--- src/rtl/radar_input_conditioner_if.sv ---
// Signal bundle between the radar front-end conditioner and its environment:
// raw asynchronous radar inputs in, clean levels, strobes, the 1 us timebase
// and the glitch diagnostics counter out.
interface radar_input_conditioner_if #(
    parameter int GLITCH_WIDTH = 16
);
    logic                    ARP_RAW;
    logic                    ACP_RAW;
    logic                    TRIG_RAW;
    logic                    GLITCH_CLR;
    logic                    ARP;
    logic                    ACP;
    logic                    TRIG;
    logic                    ARP_P;
    logic                    ACP_P;
    logic                    TRIG_P;
    logic                    US_TICK;
    logic                    US_CLK;
    logic [GLITCH_WIDTH-1:0] GLITCH_CNT;

    // Environment side: drives raw inputs and the clear, observes results.
    modport master (
        output ARP_RAW, ACP_RAW, TRIG_RAW, GLITCH_CLR,
        input  ARP, ACP, TRIG, ARP_P, ACP_P, TRIG_P, US_TICK, US_CLK, GLITCH_CNT
    );

    // Conditioner side.
    modport slave (
        input  ARP_RAW, ACP_RAW, TRIG_RAW, GLITCH_CLR,
        output ARP, ACP, TRIG, ARP_P, ACP_P, TRIG_P, US_TICK, US_CLK, GLITCH_CNT
    );
endinterface

--- src/rtl/radar_input_conditioner.sv ---
// Radar input conditioner: two-flop synchronisers, per-channel persistence
// filters with rising-edge strobes, a saturating glitch counter shared by the
// ARP/ACP/TRIG channels, and a 1 us tick / square-wave divider.
// Channel index: 0 = ARP, 1 = ACP, 2 = TRIG.
module radar_input_conditioner #(
    parameter int FILTER_LEN   = 8,
    parameter int CLK_DIV      = 100,
    parameter int GLITCH_WIDTH = 16
) (
    input  logic                     CLK,
    input  logic                     RST_N,
    radar_input_conditioner_if.slave bus
);
    localparam logic [7:0]              FC_LAST = 8'(FILTER_LEN - 1);
    localparam logic [15:0]             DC_LAST = 16'(CLK_DIV - 1);
    localparam logic [15:0]             DC_HALF = 16'(CLK_DIV / 2);
    localparam logic [GLITCH_WIDTH-1:0] GC_MAX  = {GLITCH_WIDTH{1'b1}};

    logic [2:0]              raw_s;
    logic [2:0]              s1_q, s1_d;
    logic [2:0]              s2_q, s2_d;
    logic [2:0][7:0]         fc_q, fc_d;
    logic [2:0]              clean_q, clean_d;
    logic [2:0]              pulse_q, pulse_d;
    logic [2:0]              glitch_s;
    logic [1:0]              glitch_sum_s;
    logic [GLITCH_WIDTH:0]   gcnt_ext_s;
    logic [GLITCH_WIDTH-1:0] gcnt_q, gcnt_d;
    logic [15:0]             dc_q, dc_d;
    logic                    tick_q, tick_d;
    logic                    usclk_q, usclk_d;

    assign raw_s = {bus.TRIG_RAW, bus.ACP_RAW, bus.ARP_RAW};

    // Two-stage synchroniser chain; only the second stage feeds the filters.
    always_comb begin
        s1_d = raw_s;
        s2_d = s1_q;
    end

    // Persistence filter: clean level follows s2 only after FILTER_LEN
    // consecutive disagreeing cycles; an early return marks a glitch.
    always_comb begin
        fc_d     = fc_q;
        clean_d  = clean_q;
        glitch_s = 3'b000;
        for (int i = 0; i < 3; i++) begin
            if (s2_q[i] == clean_q[i]) begin
                fc_d[i]     = 8'd0;
                glitch_s[i] = (fc_q[i] != 8'd0);
            end else if (fc_q[i] == FC_LAST) begin
                clean_d[i] = ~clean_q[i];
                fc_d[i]    = 8'd0;
            end else begin
                fc_d[i] = fc_q[i] + 8'd1;
            end
        end
        pulse_d = clean_d & ~clean_q;
    end

    // Glitch counter: add up to three per cycle, saturate, clear wins.
    always_comb begin
        glitch_sum_s = {1'b0, glitch_s[0]} + {1'b0, glitch_s[1]} + {1'b0, glitch_s[2]};
        gcnt_ext_s   = {1'b0, gcnt_q} + {{(GLITCH_WIDTH-1){1'b0}}, glitch_sum_s};
        if (bus.GLITCH_CLR) begin
            gcnt_d = {GLITCH_WIDTH{1'b0}};
        end else if (gcnt_ext_s[GLITCH_WIDTH]) begin
            gcnt_d = GC_MAX;
        end else begin
            gcnt_d = gcnt_ext_s[GLITCH_WIDTH-1:0];
        end
    end

    // Microsecond divider; tick and square wave are decoded from the next count.
    always_comb begin
        if (dc_q == DC_LAST) begin
            dc_d = 16'd0;
        end else begin
            dc_d = dc_q + 16'd1;
        end
        tick_d  = (dc_d == 16'd0);
        usclk_d = (dc_d >= DC_HALF);
    end

    // Synchroniser, filter and strobe state.
    always_ff @(posedge CLK or negedge RST_N) begin
        if (!RST_N) begin
            s1_q    <= 3'b000;
            s2_q    <= 3'b000;
            fc_q    <= {3{8'd0}};
            clean_q <= 3'b000;
            pulse_q <= 3'b000;
        end else begin
            s1_q    <= s1_d;
            s2_q    <= s2_d;
            fc_q    <= fc_d;
            clean_q <= clean_d;
            pulse_q <= pulse_d;
        end
    end

    // Glitch counter and divider state.
    always_ff @(posedge CLK or negedge RST_N) begin
        if (!RST_N) begin
            gcnt_q  <= {GLITCH_WIDTH{1'b0}};
            dc_q    <= 16'd0;
            tick_q  <= 1'b0;
            usclk_q <= 1'b0;
        end else begin
            gcnt_q  <= gcnt_d;
            dc_q    <= dc_d;
            tick_q  <= tick_d;
            usclk_q <= usclk_d;
        end
    end

    assign bus.ARP        = clean_q[0];
    assign bus.ACP        = clean_q[1];
    assign bus.TRIG       = clean_q[2];
    assign bus.ARP_P      = pulse_q[0];
    assign bus.ACP_P      = pulse_q[1];
    assign bus.TRIG_P     = pulse_q[2];
    assign bus.US_TICK    = tick_q;
    assign bus.US_CLK     = usclk_q;
    assign bus.GLITCH_CNT = gcnt_q;
endmodule
--- src/flat_wrapper.sv ---
// flat-port wrapper written by rule: the top's interface ports become plain ports
module radar_input_conditioner_flat 
#(
    parameter int FILTER_LEN   = 8,
    parameter int CLK_DIV      = 100,
    parameter int GLITCH_WIDTH = 16
)
  (CLK, RST_N, bus_ARP_RAW, bus_ACP_RAW, bus_TRIG_RAW, bus_GLITCH_CLR, bus_ARP, bus_ACP, bus_TRIG, bus_ARP_P, bus_ACP_P, bus_TRIG_P, bus_US_TICK, bus_US_CLK, bus_GLITCH_CNT);
  radar_input_conditioner_if #(.GLITCH_WIDTH(GLITCH_WIDTH)) bus_i ();
  input  logic CLK;
  input  logic RST_N;
  input wire logic [$bits(bus_i.ARP_RAW)-1:0] bus_ARP_RAW;
  input wire logic [$bits(bus_i.ACP_RAW)-1:0] bus_ACP_RAW;
  input wire logic [$bits(bus_i.TRIG_RAW)-1:0] bus_TRIG_RAW;
  input wire logic [$bits(bus_i.GLITCH_CLR)-1:0] bus_GLITCH_CLR;
  output wire logic [$bits(bus_i.ARP)-1:0] bus_ARP;
  output wire logic [$bits(bus_i.ACP)-1:0] bus_ACP;
  output wire logic [$bits(bus_i.TRIG)-1:0] bus_TRIG;
  output wire logic [$bits(bus_i.ARP_P)-1:0] bus_ARP_P;
  output wire logic [$bits(bus_i.ACP_P)-1:0] bus_ACP_P;
  output wire logic [$bits(bus_i.TRIG_P)-1:0] bus_TRIG_P;
  output wire logic [$bits(bus_i.US_TICK)-1:0] bus_US_TICK;
  output wire logic [$bits(bus_i.US_CLK)-1:0] bus_US_CLK;
  output wire logic [$bits(bus_i.GLITCH_CNT)-1:0] bus_GLITCH_CNT;
  assign bus_i.ARP_RAW = bus_ARP_RAW;
  assign bus_i.ACP_RAW = bus_ACP_RAW;
  assign bus_i.TRIG_RAW = bus_TRIG_RAW;
  assign bus_i.GLITCH_CLR = bus_GLITCH_CLR;
  assign bus_ARP = bus_i.ARP;
  assign bus_ACP = bus_i.ACP;
  assign bus_TRIG = bus_i.TRIG;
  assign bus_ARP_P = bus_i.ARP_P;
  assign bus_ACP_P = bus_i.ACP_P;
  assign bus_TRIG_P = bus_i.TRIG_P;
  assign bus_US_TICK = bus_i.US_TICK;
  assign bus_US_CLK = bus_i.US_CLK;
  assign bus_GLITCH_CNT = bus_i.GLITCH_CNT;
  radar_input_conditioner #(.FILTER_LEN(FILTER_LEN), .CLK_DIV(CLK_DIV), .GLITCH_WIDTH(GLITCH_WIDTH)) u_core (.CLK(CLK), .RST_N(RST_N), .bus(bus_i));
endmodule
--- config.mk ---
export PLATFORM = sky130hd
export DESIGN_NAME = radar_input_conditioner_flat
export DESIGN_NICKNAME = d
export VERILOG_FILES = /design/src/rtl/radar_input_conditioner_if.sv /design/src/rtl/radar_input_conditioner.sv /design/src/flat_wrapper.sv
export SDC_FILE = /design/constraint.sdc
export NUM_CORES = 1
export LEC_CHECK = 0
export CAP_MARGIN = 5
export CORE_MARGIN = 8
export CORE_UTILIZATION = 45
export CTS_CLUSTER_SIZE = 8
export DETAILED_ROUTE_END_ITERATION = 12
export GPL_ROUTABILITY_DRIVEN = 0
export MAX_ROUTING_LAYER = met4
export PLACE_DENSITY = 0.65
export SETUP_SLACK_MARGIN = 0.2
export SLEW_MARGIN = 20
export SYNTH_ARGS = -nofsm -noshare
export SYNTH_HDL_FRONTEND = slang
export SYNTH_SLANG_ARGS = --single-unit
--- constraint.sdc ---
create_clock -name CLK -period 3.4 [get_ports CLK]
set_input_delay 0.68 -clock CLK [delete_from_list [all_inputs] [get_ports CLK]]
set_output_delay 0.68 -clock CLK [all_outputs]
set_load 0.005 [all_outputs]
==> metrics.md, run 1 <==
| Metric | Value |
|---|---|
| TritonCTS Buffers | 9 |
| Fin Setup TNS | 0 ps |
| Worst Path Required | 3600 ps |
| Largest net degree at the start of global routing | 26 |
| Worst-margin pin slew | 612.7 ps |
| Initial Util | 46.08% |
| Outcome | finished, final reports clean |
| Crit end category | flip-flop |
| Die area | 10,390 um^2 |
| Setup Buffers After CTS | 0 |
| Final-report max-slew violation count | 0 |
| Vias in the first global route | 2,320 |
| Skew-Pair Late Insertion Delay | 340 ps |
| P&R area growth vs syn | 18.86% |
| # setup viols final | 0 |
| Num rows | 31 |
| Die Y | 102.0 um |
| Netlist cell types | 35 |
| Initial antenna violation count | 0 |
| # diodes | 0 |
| Most used flip-flop cell after synthesis | dfrtp_1 |
| Critical path peak fanout | 13 |
| # resized after CTS | 0 |
| Cell Pwr Density | 517.1 nW/um^2 |
| Reg2Reg Setup Slack | 450 ps |
| Post-Synthesis Cell Area | 3324 um^2 |
| Via-to-Cell Ratio | 5.107 |
| Port buffer count | 29 |
| Max-Cap Viols | 0 |
| VDD IR max | 0.2484 mV |
| Root Buffer | clkbuf_8 |
| Static leakage power | 1.784 nW |
| Final Hold Vio Count | 0 |
| Crit share post-route | 86.82% |
| Die W | 102.0 um |
| Sw Ratio | 29.81% |
| Clk buf depth | 2 |
| Final Util | 54.77% |
| Pwr Total | 2.043 mW |
| Final HPWL DP | 4.373 mm |
| YS warnings | 0 |
| Clock transition at the registers of the reported paths | 70 ps |
| CP arrival | 3150 ps |
| Cts hold-fix bufs | 0 |
| Layout Nets | 372 |
| Net switching power | 0.6091 mW |
| Post-synthesis sequential area ratio | 52.69% |
| Core area | 7214 um^2 |
| Worst path slowest cell | or4_1 |
| Grt total ovfl | 0 |
| CP Launch Type | flip-flop |
| RSZ-0062 raised after global routing | no |
| DR vias | 2,334 |
| Register bit total from synthesis | 70 |
| 1st-iter DRT viols | 68 |
| P_int | 1.434 mW |
| Largest stage delay, worst path | 530 ps |
| Drc violations | 0 |
| Max-slew headroom | 59.02% |
| Pre-CTS setup slack | 243.8 ps |
| Min cycle time layout | 2952 ps |
| Placed cells | 441 |
| Asr flop ratio synth | 100.0% |
| Filler instances | 656 |
| First-pass GRT wire length | 10.94 mm |
| Syn nets | 333 |
| Clock power share | 32.0% |
| Final std cells w/o fill | 457 |
| IO Count | 30 |
| Global-route usage over all layers | 13.73% |
| F_max | 338.8 MHz |
| DRT antenna net count | 0 |
| Worst hold path class | in2async |
| Critical path class | reg2reg |
| DR WL/cell | 13.51 um |
| Clock sinks | 70 |
| Layout Skew | 7.294 ps |
| CTS tree | done |
| Total Wirelength | 6.173 mm |
| Seq pwr share | 48.0% |
| Crit path cell chain | or4_1 > nor2_1 > a31oi_1 > fa_1 > ha_1 > fa_2 > nand3_2 > nor2_4 > nand3_1 > buf_4 > a21oi_1 |
| Layout cells sized above 1 | 8.101% |
| Comb power frac | 20.0% |
| Post-synthesis average cell area | 10.59 um^2 |
| Pre-Repair DR Iteration Count | 4 |
| EDFF count, synth | 0 |
| Setup slack after layout | 448.2 ps |
| Mapped Cells | 314 |
| H-Tree Depth | 3 |
## path summary, 6_finish.rpt
check                                                 to             from  cells past startpoint
worst min register to register            u_core.s2_q[2]   u_core.s1_q[2]                      0
min in group CLK                          u_core.s2_q[2]   u_core.s1_q[2]                      0
max in group asynchronous                 u_core.dc_q[5]            RST_N                      2
worst min-delay path                     u_core.fc_q[15]            RST_N                      1
worst max register to register  u_core.bus.GLITCH_CNT[4]  u_core.fc_q[12]                     11
worst max-delay path            u_core.bus.GLITCH_CNT[4]  u_core.fc_q[12]                     11
## area by class of cell
cell class / instances / area, um^2 / share of cell area [%]
Sequential cell: 70 / 1752 / 44.33
Multi-Input combinational cell: 221 / 1506 / 38.13
Timing Repair Buffer: 32 / 307.8 / 7.790
Clock buffer: 10 / 127.6 / 3.230
Tap cell: 99 / 123.9 / 3.135
Inverter: 19 / 71.32 / 1.805
Clock inverter: 6 / 62.56 / 1.583
## stage by stage
stage	hold WS (ps)	area (um^2)
floorplan	331.2	3324
global placement	334.2	3741
detailed placement	334.7	3741
CTS	331.7	3931
global route	353.4	3951
finish	315.9	3951
## metal layers
layer	GRT usage [%]	wire, um	share of wire [%]
met3	4.223	186	3.0
met1	17.47	2941	48
met2	19.97	2952	48
met5	-	0	0
met4	5.418	93	1.5
## cells in the final DEF (no fill, tap or decap), drive strengths merged, types with 7 or more instances in the layout
cell	instances
inv	19
and3	7
clkdlybuf4s50	28
nor3	8
a21oi	14
clkbuf	10
xor2	29
xnor2	18
and2	8
dfrtp	70
nand3	28
ha	11
nor2	34
nand4	9
nand2	11
## power groups by stage
| stage | clock (mW) | combinational, mW | sequential (mW) |
|---|---|---|---|
| 2_1_floorplan | 0 | 0.260 | 0.984 |
| 3_3_place_gp | 0 | 0.403 | 0.993 |
| 3_5_place_dp | 0 | 0.413 | 0.996 |
| 4_1_cts | 0.681 | 0.417 | 0.981 |
| 5_1_grt | 0.719 | 0.471 | 0.993 |
| 6_report | 0.653 | 0.409 | 0.981 |
## flip-flops by register name (all words and copies together) (netlist names)
register,cells
u_core.bus.GLITCH_CNT,16
u_core.bus.US_CLK,1
u_core.bus.US_TICK,1
u_core.clean_q,3
u_core.dc_q,16
u_core.fc_q,24
u_core.pulse_q,3
u_core.s1_q,3
u_core.s2_q,3
## synthesized netlist by cell type (all sizes together), types with 4 or more instances
cell type	count	share of area [%]
and2	8	1.6
nor4	4	0.75
nand3	28	4.2
inv	19	2.1
xnor2	18	4.7
or3	4	0.75
xor2	29	7.6
a31oi	5	0.94
dfrtp	70	53
ha	11	4.1
nand2	11	1.2
nor3b	5	1.1
or4	5	1.1
and3	7	1.4
nor2	34	3.8
a21oi	14	2.1
nor3	8	1.2
nand4	9	1.9
## logic make-up after synthesis
logic type | count (synthesis) | synth area share, %
AO/OA/AOI/OAI | 25 | 4.215
XOR/XNOR | 47 | 12.38
adder cells (fa/ha/maj) | 13 | 5.344
buffers and inverters | 23 | 2.597
flip-flops | 70 | 52.69
multiplexers | 6 | 1.919
AND/OR/NAND/NOR | 130 | 20.85
## worst max-delay path: cells and delay by family, from the launching register on
kind / cells / cell delay, ps
AO/OA/AOI/OAI: 2 / 200
flip-flops: 1 / 410
adder cells (fa/ha/maj): 3 / 1080
AND/OR/NAND/NOR: 5 / 920
buffers and inverters: 1 / 190
Note: power is estimated with default switching activity, not from simulation.
==> run 2, diff against run 1 <==
--- a/config.mk
+++ b/config.mk
@@ -14,7 +14,7 @@
 export MAX_ROUTING_LAYER = met4
 export PLACE_DENSITY = 0.65
 export SETUP_SLACK_MARGIN = 0.2
-export SLEW_MARGIN = 20
+export SLEW_MARGIN = 15
 export SYNTH_ARGS = -nofsm -noshare
 export SYNTH_HDL_FRONTEND = slang
 export SYNTH_SLANG_ARGS = --single-unit
==> results of run 2 <==
The final DEF is identical to that of run 1; final timing and power are the same.
==> run 3, diff against run 2 <==
--- a/config.mk
+++ b/config.mk
@@ -5,6 +5,7 @@
 export SDC_FILE = /design/constraint.sdc
 export NUM_CORES = 1
 export LEC_CHECK = 0
+export ABC_AREA = 1
 export CAP_MARGIN = 5
 export CORE_MARGIN = 8
 export CORE_UTILIZATION = 45
@@ -12,8 +13,8 @@
 export DETAILED_ROUTE_END_ITERATION = 12
 export GPL_ROUTABILITY_DRIVEN = 0
 export MAX_ROUTING_LAYER = met4
-export PLACE_DENSITY = 0.65
-export SETUP_SLACK_MARGIN = 0.2
+export PLACE_DENSITY = 0.64
+export SETUP_SLACK_MARGIN = 0.02
 export SLEW_MARGIN = 15
 export SYNTH_ARGS = -nofsm -noshare
 export SYNTH_HDL_FRONTEND = slang
==> run 3 against run 2 <==
Power grew 5.9%. Worst setup slack lost 36 ps. Register-to-register slack lost 40 ps. Via count grew 22%. Sequential share of layout area shrank 3.1 points. Fmax shrank 1.2%. Critical path depth grew 4. Core utilization grew 0.19 points. Hold slack gained 33 ps. First-iteration DRC count grew 59%. Design area grew 7.5%.
==> metrics.md, run 3 <==
| Metric | Value |
|---|---|
| Outcome | finished, final reports clean |
| Final Hold Vio Count | 0 (unchanged) |
| Net switching power | 0.6377 mW (+4.7%) |
| Clk buf depth | 2 (unchanged) |
| Sw Ratio | 29.46% (-0.35 points) |
| Top cells by area, synth | dfrtp_1, nand2_1, inv_1, nor2_1, ha_1 |
| Clock power share | 35.1% (+3.1 points) |
| Worst-margin pin slew | 718.2 ps (+105.5 ps) |
| Final Util | 54.95% (+0.19 points) |
| Num rows | 32 (+3.2%) |
| IO Count | 30 (unchanged) |
| Register with the most flip-flops | u_core.fc_q |
| Static leakage power | 2.127 nW (+19%) |
| DRT antenna net count | 0 (unchanged) |
| Final HPWL DP | 5.455 mm (+25%) |
| Critical path peak fanout | 7 (-6) |
| # setup viols final | 0 (unchanged) |
| Clock sinks | 70 (unchanged) |
| Max-Cap Viols | 0 (unchanged) |
| Pre-Repair DR Iteration Count | 4 (unchanged) |
| Hold WS | 349.2 ps (+33.29 ps) |
| Core area | 7727 um^2 (+7.1%) |
| Initial antenna violation count | 0 (unchanged) |
| Comb power frac | 19.7% (-0.3 points) |
| F_max | 334.7 MHz (-1.2%) |
| RSZ-0062 raised after global routing | no |
| Netlist cell types | 27 (-23%) |
| Top cell type's share of synthesized area | 48.73% (-4.0 points) |
| Die W | 105.4 um (+3.4%) |
| TritonCTS Buffers | 9 (unchanged) |
| Total Wirelength | 7.324 mm (+19%) |
| Max-slew headroom | 52.12% (-6.9 points) |
| Crit end category | flip-flop |
| 1st-iter DRT viols | 108 (+59%) |
| Setup Buffers After CTS | 0 (unchanged) |
| Global-route usage over all layers | 14.79% (+1.1 points) |
| Top post-synthesis cells by count | nand2_1, inv_1, dfrtp_1 |
| Die area | 11,100 um^2 (+6.8%) |
| EDFF count, synth | 0 (unchanged) |
| Mapped Cells | 446 (+42%) |
| # resized after CTS | 0 (unchanged) |
| CP Launch Type | flip-flop |
| Most frequent cells in the layout | nand2_1, inv_1, dfrtp_1 |
| Syn nets | 465 (+40%) |
| YS warnings | 0 (unchanged) |
| DR vias | 2,859 (+22%) |
| Seq pwr share | 45.2% (-2.8 points) |
| Layout Nets | 505 (+36%) |
| P_int | 1.527 mW (+6.5%) |
| Cts hold-fix bufs | 0 (unchanged) |
| # diodes | 0 (unchanged) |
| Fin Setup TNS | 0 ps (unchanged) |
| Skew-Pair Late Insertion Delay | 350 ps (about the same) |
| H-Tree Depth | 3 (unchanged) |
| Port buffer count | 29 (unchanged) |
| Max reg flops | 24 (unchanged) |
| Vias in the first global route | 2,826 (+22%) |
| Initial Util | 46.52% (+0.44 points) |
| DR WL/cell | 12.35 um (-8.6%) |
| Register bit total from synthesis | 70 (unchanged) |
| CP arrival | 3210 ps (+60 ps) |
| Drc violations | 0 (unchanged) |
| Final-report max-slew violation count | 0 (unchanged) |
| Critical path class | reg2reg |
| Root Buffer | clkbuf_8 |
| Crit share post-route | 87.87% (+1.0 points) |
| Post-synthesis average cell area | 8.060 um^2 (-24%) |
| P&R area growth vs syn | 18.13% |
| Clock transition at the registers of the reported paths | 80 ps (about the same) |
| Via-to-Cell Ratio | 4.821 (-5.6%) |
| Layout cells sized above 1 | 6.517% (-1.6 points) |
| Worst Path Required | 3620 ps (+20 ps) |
| CTS tree | done |
| Leading cell type in the layout, fill and taps excluded | nand2_1 |
| VDD IR max | 0.1888 mV (-24%) |
| Filler instances | 696 (+6.1%) |
| Top cell type by total area after synthesis | dfrtp_1 |
| Layout Skew | 13.18 ps (+5.886 ps) |
| First-pass GRT wire length | 13.09 mm (+20%) |
| Grt total ovfl | 0 (unchanged) |
| Cell Pwr Density | 509.8 nW/um^2 (-1.4%) |
| Worst hold path class | reg2reg |
| Post-Synthesis Cell Area | 3595 um^2 (+8.1%) |
| Asr flop ratio synth | 100.0% (unchanged) |
| Cell with the most instances after synthesis | nand2_1 |
| Min cycle time layout | 2987 ps (+35.62 ps) |
| Post-synthesis sequential area ratio | 48.73% (-4.0 points) |
| Most used flip-flop cell after synthesis | dfrtp_1 |
| Die Y | 105.4 um (+3.4%) |
| Largest net degree at the start of global routing | 40 (+54%) |
run 3: worst paths after layout:
check / cells past startpoint / endpoint / slack [ps] / start
worst max-delay path: 15 / u_core.bus.GLITCH_CNT[1] / 410 / u_core.fc_q[13]
worst min-delay path: 0 / u_core.s2_q[2] / 350 / u_core.s1_q[2]
worst max register to register: 15 / u_core.bus.GLITCH_CNT[1] / 410 / u_core.fc_q[13]
worst min register to register: 0 / u_core.s2_q[2] / 350 / u_core.s1_q[2]
max in group asynchronous: 2 / u_core.fc_q[3] / 2360 / RST_N
min in group asynchronous: 1 / u_core.fc_q[12] / 370 / RST_N
run 3: critical path, cell delays in order (launching register included):
cell and delay [ps]:
dfrtp_1 400, inv_1 90, nand3_1 70, nor3_1 260, a31oi_1 160, fa_1 460
ha_1 240, fa_1 420, nand3_1 150, nor3_1 60, nand2_1 120, nor2_2 70
nand2_2 140, inv_2 60, nor2_1 90, nor2_1 50
run 3: layout make-up:
cell class	count	area, um^2	share of cell area [%]
clock buffer	11	141.4	3.329
clock inverter	5	81.33	1.915
inverter	77	289.0	6.806
multi-input combinational	298	1550	36.51
sequential	70	1752	41.25
tap	102	127.6	3.005
timing repair buffer	30	305.3	7.189
run 3: per-stage QoR:
stage	power [mW]	cell area [um^2]	instances	setup slack, ps
global placement	1.410	4024	577	508.6
CTS	2.192	4247	593	393.9
floorplan	1.244	3595	446	714.2
detailed placement	1.417	4024	577	430.5
global route	2.308	4247	593	142.7
finish	2.165	4247	593	412.6
run 3: cell families (layout without fill, tap and decap cells):
kind of cell | count (synthesis) | in the layout | share of synthesized area, %
DFF | 70 | 70 | 48.73
buffers and inverters | 78 | 123 | 8.145
and+or+nand+nor | 235 | 235 | 28.99
xor gates and xnor gates | 17 | 17 | 4.142
AOI/OAI and AO/OA | 33 | 33 | 5.047
adders and majority gates | 13 | 13 | 4.943
run 3: power by group through the flow:
stage                     Combinational (mW)  Sequential [mW]  Clock [mW]
after floorplan                        0.261            0.983           0
after global placement                 0.415            0.995           0
after detailed placement               0.422            0.995           0
after CTS                              0.432            0.980       0.779
after global routing                   0.498            0.993       0.817
final                                  0.426            0.979       0.760
run 3: routing by layer:
| metal | GRT usage (%) | part of all wire, % | up-vias |
|---|---|---|---|
| li1 | - | - | 1481 |
| met1 | 18.86 | 50 | 1333 |
| met2 | 22.30 | 46 | 38 |
| met3 | 3.898 | 3.4 | 7 |
| met4 | 4.995 | 1.1 | 0 |
| met5 | - | 0 | - |
